--- config.mk ---
export PLATFORM = sky130hd
export DESIGN_NAME = ysyx_25040109_lsu
export DESIGN_NICKNAME = d
export VERILOG_FILES = /design/src/rtl/ysyx_25040109_lsu.sv
export SDC_FILE = /design/constraint.sdc
export NUM_CORES = 1
export LEC_CHECK = 0
export CAP_MARGIN = 40
export CORE_MARGIN = 10
export CORE_UTILIZATION = 49
export CTS_BUF_LIST = sky130_fd_sc_hd__clkbuf_8
export DETAILED_ROUTE_END_ITERATION = 10
export GPL_ROUTABILITY_DRIVEN = 0
export PLACE_DENSITY = 0.88
export SYNTH_ARGS = -nofsm -noshare
export SYNTH_HDL_FRONTEND = slang
export SYNTH_SLANG_ARGS = --single-unit
--- constraint.sdc ---
create_clock -name clk -period 10.15 [get_ports clk]
set_input_delay 2.03 -clock clk [delete_from_list [all_inputs] [get_ports clk]]
set_output_delay 2.03 -clock clk [all_outputs]
set_load 0.01 [all_outputs]
--- src/rtl/ysyx_25040109_lsu.sv ---
// Multi-cycle load/store unit: IDLE->REQ->WAIT->DONE, 3 cycles accept-to-completion with an immediately responding memory.
// Request and completion stall on mem_req_ready/out_ready with every registered output held; rejected ops complete in 1 cycle.
module ysyx_25040109_lsu #(
    parameter int ADDR_W  = 32,
    parameter int TIMEOUT = 255
) (
    input  logic              clk,
    input  logic              rst,
    input  logic              in_valid,
    output logic              in_ready,
    input  logic              is_load,
    input  logic              is_store,
    input  logic [2:0]        funct3,
    input  logic [ADDR_W-1:0] addr,
    input  logic [31:0]       wdata,
    input  logic [4:0]        rd_addr,
    output logic              mem_req_valid,
    input  logic              mem_req_ready,
    output logic [ADDR_W-1:0] mem_req_addr,
    output logic              mem_req_wen,
    output logic [31:0]       mem_req_wdata,
    output logic [3:0]        mem_req_wmask,
    input  logic              mem_resp_valid,
    input  logic [31:0]       mem_resp_data,
    output logic              out_valid,
    input  logic              out_ready,
    output logic [31:0]       out_rdata,
    output logic [4:0]        out_rd_addr,
    output logic              out_reg_we,
    output logic              out_err
);

    typedef enum logic [1:0] {IDLE, REQ, WAIT, DONE} state_t;

    localparam logic [7:0] TO_LIM = 8'(TIMEOUT);

    state_t      state, state_nx;
    logic [7:0]  cnt;
    logic [7:0]  cnt_inc;
    logic        to_hit;
    logic [2:0]  ld_f3;
    logic [1:0]  ld_off;
    logic        is_ld_r;
    logic        op_err;
    logic [31:0] lane_wdata;
    logic [3:0]  lane_wmask;
    logic [31:0] resp_shift;
    logic [31:0] load_ext;

    assign in_ready      = (state == IDLE);
    assign mem_req_valid = (state == REQ);
    assign out_valid     = (state == DONE);
    assign cnt_inc       = cnt + 8'd1;
    assign to_hit        = (cnt_inc == TO_LIM);

    always_comb begin
        op_err = 1'b0;
        if (is_load == is_store)
            op_err = 1'b1;
        else if (is_load && (funct3 == 3'b011 || funct3[2:1] == 2'b11))
            op_err = 1'b1;
        else if (is_store && funct3 > 3'b010)
            op_err = 1'b1;
        if (funct3[1:0] == 2'b01 && addr[0])
            op_err = 1'b1;
        if (funct3[1:0] == 2'b10 && addr[1:0] != 2'b00)
            op_err = 1'b1;
    end

    // Stores replicate the datum across the word; the mask selects the lane.
    always_comb begin
        lane_wdata = wdata;
        lane_wmask = 4'b1111;
        case (funct3[1:0])
            2'b00: begin
                lane_wdata = {4{wdata[7:0]}};
                lane_wmask = 4'b0001 << addr[1:0];
            end
            2'b01: begin
                lane_wdata = {2{wdata[15:0]}};
                lane_wmask = 4'b0011 << addr[1:0];
            end
            default: ;
        endcase
    end

    assign resp_shift = mem_resp_data >> {ld_off, 3'b000};

    always_comb begin
        load_ext = resp_shift;
        case (ld_f3)
            3'b000:  load_ext = {{24{resp_shift[7]}}, resp_shift[7:0]};
            3'b100:  load_ext = {24'd0, resp_shift[7:0]};
            3'b001:  load_ext = {{16{resp_shift[15]}}, resp_shift[15:0]};
            3'b101:  load_ext = {16'd0, resp_shift[15:0]};
            default: ;
        endcase
    end

    always_comb begin
        state_nx = state;
        case (state)
            IDLE: if (in_valid) state_nx = op_err ? DONE : REQ;
            REQ:  if (mem_req_ready) state_nx = WAIT;
            WAIT: if (mem_resp_valid || to_hit) state_nx = DONE;
            DONE: if (out_ready) state_nx = IDLE;
            default: state_nx = IDLE;
        endcase
    end

    always_ff @(posedge clk or posedge rst) begin
        if (rst) state <= IDLE;
        else     state <= state_nx;
    end

    always_ff @(posedge clk or posedge rst) begin
        if (rst) begin
            cnt           <= 8'd0;
            ld_f3         <= 3'd0;
            ld_off        <= 2'd0;
            is_ld_r       <= 1'b0;
            mem_req_addr  <= '0;
            mem_req_wen   <= 1'b0;
            mem_req_wdata <= 32'd0;
            mem_req_wmask <= 4'd0;
            out_rdata     <= 32'd0;
            out_rd_addr   <= 5'd0;
            out_reg_we    <= 1'b0;
            out_err       <= 1'b0;
        end else begin
            case (state)
                IDLE: if (in_valid) begin
                    ld_f3         <= funct3;
                    ld_off        <= addr[1:0];
                    is_ld_r       <= is_load;
                    mem_req_addr  <= {addr[ADDR_W-1:2], 2'b00};
                    mem_req_wen   <= is_store;
                    mem_req_wdata <= is_store ? lane_wdata : 32'd0;
                    mem_req_wmask <= is_store ? lane_wmask : 4'd0;
                    out_rd_addr   <= rd_addr;
                    out_rdata     <= 32'd0;
                    out_reg_we    <= 1'b0;
                    out_err       <= op_err;
                end
                REQ: if (mem_req_ready) cnt <= 8'd0;
                WAIT: begin
                    if (mem_resp_valid) begin
                        out_rdata  <= is_ld_r ? load_ext : 32'd0;
                        out_reg_we <= is_ld_r && (out_rd_addr != 5'd0);
                        out_err    <= 1'b0;
                    end else begin
                        cnt <= cnt_inc;
                        if (to_hit) out_err <= 1'b1;
                    end
                end
                DONE: if (out_ready) begin
                    out_rdata  <= 32'd0;
                    out_reg_we <= 1'b0;
                    out_err    <= 1'b0;
                end
                default: ;
            endcase
        end
    end

endmodule

==> flow_summary.ini <==
[setup_path]
path_delay_family = simple AND/OR/NAND/NOR gates
worst_ep_arrival_time_ns = 4.36
cpPeakStageDelay_ns = 0.70
required_ns = 10.45
crit_type = input port to flip-flop
critical_path_buf_inv_count = 1
path_cells = clkdlybuf4s50_1 > nor2b_4 > nor4_4 > nand2_1 > or4_1 > o311ai_0
cp_slowest_cell = or4_1
end_kind = flip-flop
cp-start-kind = input port
cp_max_fo = 16

[yosys]
netlist_instances = 561
yosys.area_share.simple = 0.135
ys_ff_latch = 122
synth.distinct_cells = 48
ys_dominant_reg_cell = dfrtp_1
synth.avg_cell_area_sq_um = 10.4
synthMuxAreaShare = 0.155
ys_seq_area_frac = 0.523
synth_xor_area_frac = 0.00300
synth_top_family_by_area = multiplexers
synth_fa_ha_area_frac = 0.0150
ys.warnings.count = 0
synth_area_sq_mm = 0.00584
synth_edf_count = 0
synth_compound_area_frac = 0.136
synthArstFlopShare = 1.00

[sta]
setup_viol = 0
tightest_slew_ns = 0.873
rsz0062_at_grt = no
skew_ns = 0.0101
slew_headroom = 0.418
setup_tns_ns = 0
fmax_mhz = 246
layout_min_cycle_time_ns = 4.06
drv_slew = 0
finalCritPeriodShare = 0.400
hold_viol = 0

[place]
port_buffers = 220
dp_hpwl_um = 14600
dp_cells = 897

[floorplanning]
rows = 39
ios = 223
die_x_um = 129
die_y_um = 129
coreArea_sq_mm = 0.0116
die_area_sq_mm = 0.0167
start_util = 0.505

[global_route]
grtUsageTotal = 0.227
antenna_found_initial = 0
grt_pass1_wl_um = 30000
grt_max_degree = 58
grt_pass1_vias = 5587
gr-total-overflow = 0

[finish]
n_antenna_cell = 0
seqCellArea_sq_mm = 0.00305
syn_to_final_growth_pct = 47.5
multi_input_area_sq_mm = 0.00261
fin_nets = 892
fill_cells = 792
stdcell_count = 929
drive_above_1_share = 0.112

[pwr]
p_leak_uw = 0.00373
power_density_mw_per_mm2 = 279
vdd_drop_max_mv = 0.169

[routing]
via_per_inst = 5.61
postRouteAntennaNets = 0
post_drt_wl_per_cell_um = 20.6
drt_drc_violations_left = 0
first_iter_violations = 369
firstDrtPassIters = 6
vias = 5213
routed_wl_um = 19100

[clock_network]
clock-sinks = 122
clock_path_buffers = 2
post-cts-setup-buffers = 0
clk_latency_ns = 0.43
cts_resized = 0
numCtsBuffers = 17
htreeDepth = 4
cts_tree = done
cts-root-buf = clkbuf_8
clk_pin_slew_ns = 0.07
ctsHoldBuffers = 0

[run_status]
outcome = finished clean

[run]
maxCapViolations = 0

[worst_hold_path]
hold_path_class = flip-flop to flip-flop
==> state kept, by name (all words and copies together), names as in the netlist <==
| signal | flops |
|---|---|
| out_err | 1 |
| out_reg_we | 1 |
| cnt | 8 |
| ld_off | 2 |
| mem_req_wen | 1 |
| out_rd_addr | 5 |
| mem_req_addr | 30 |
| state | 2 |
| mem_req_wmask | 4 |
| out_rdata | 32 |
| is_ld_r | 1 |
| mem_req_wdata | 32 |
| ld_f3 | 3 |
==> worst reg2reg max path: stages, from the launching register on <==
cell and delay, ns:
dfrtp_1 0.41, inv_1 0.11, ha_1 0.32, nor2b_4 0.18
nor4_4 0.56, nand2_1 0.16, or4_1 0.70, o311ai_0 0.22
==> Yosys cell counts, types with 3 or more instances <==
cell      count  area, sq um
a21oi_1      23          115
o21ai_0      62          310
a22o_1        8         70.1
nand2_1      85          319
nor3_1        4         20.0
ha_1          7         87.6
mux2_2       42          473
mux2i_1      43          430
nor2b_1      12         75.1
nand3_1      24          120
dfrtp_1     122         3050
inv_1         8         30.0
nor2_1       27          101
clkbuf_1     20         75.1
or4_1         3         22.5
a211o_1       7         61.3
o311ai_0      6         52.6
buf_1        10         37.5
buf_2         4         20.0
a32o_1        7         70.1
==> report_power, final <==
group          switching [uW]  internal [uW]  total (uW)
Combinational             545            602        1150
Clock                     216            223         439
Sequential                133            683         816
Total                     893           1510        2400
==> kinds of logic (layout without fill, tap and decap cells) <==
| family | after synthesis | count (layout) |
|---|---|---|
| simple gates | 171 | 171 |
| compound gates | 128 | 128 |
| flops | 122 | 122 |
| mux | 85 | 85 |
| buf+inv | 45 | 269 |
| fa+ha+maj | 7 | 7 |
| xor+xnor | 2 | 2 |
| other cells | 1 | 2 |
==> final timing paths <==
| kind | start | endpoint | slack [ns] | cells past startpoint |
|---|---|---|---|---|
| min reg2reg | mem_req_wmask[2]$_DFFE_PP0P_ | mem_req_wmask[2]$_DFFE_PP0P_ | 0.49 | 2 |
| min | mem_req_wmask[2]$_DFFE_PP0P_ | mem_req_wmask[2]$_DFFE_PP0P_ | 0.49 | 2 |
| max | in_valid | out_rdata[20]$_DFFE_PP0P_ | 6.09 | 6 |
| max in group asynchronous | rst | cnt[2]$_DFFE_PP0P_ | 7.05 | 4 |
| max reg2reg | state[0]$_DFFE_PP0P_ | out_rdata[20]$_DFFE_PP0P_ | 7.37 | 7 |
| min in group asynchronous | rst | mem_req_addr[30]$_DFFE_PP0P_ | 1.96 | 2 |
==> area by class of cell <==
cell class,count,share of cell area
clock inverter,15,0.0192
sequential,122,0.355
timing repair buffer,229,0.272
tap,143,0.0208
multi-input combinational,395,0.303
inverter,8,0.00378
clock buffer,17,0.0272
==> metal layers <==
layer	part of all wire	global-route usage	vias to the layer above
met1	0.37	0.236	2546
met3	0.12	0.124	22
met2	0.51	0.392	224
li1	-	-	2421
met5	0	0	-
met4	0.012	0.0589	0
==> placed cells by master, fill, tap and decap left out, drive strengths merged, types with 4 or more instances in the layout <==
cell	n
clkinvlp	4
buf	9
nor2	27
nor2b	13
dfrtp	122
mux2i	43
a32o	7
ha	7
o21ai	63
inv	14
clkdlybuf4s50	220
nand3	24
a22o	8
a211o	7
mux2	42
clkbuf	17
a21oi	23
nor3	4
o311ai	8
nand2	85
==> per-stage QoR <==
step           area (sq um)  hold slack (ns)  setup slack, ns  power, uW   util
3_3_place_gp           8100            0.461             5.82       1880  0.700
3_5_place_dp           8210            0.469             5.65       1970  0.710
2_1_floorplan          5840            0.446             4.88       1360      -
5_1_grt                8610            0.506             6.01       2550  0.744
6_report               8610            0.485             6.09       2400  0.744
4_1_cts                8610            0.493             6.11       2420  0.744
No activity file was read; power rests on OpenSTA's default activity.
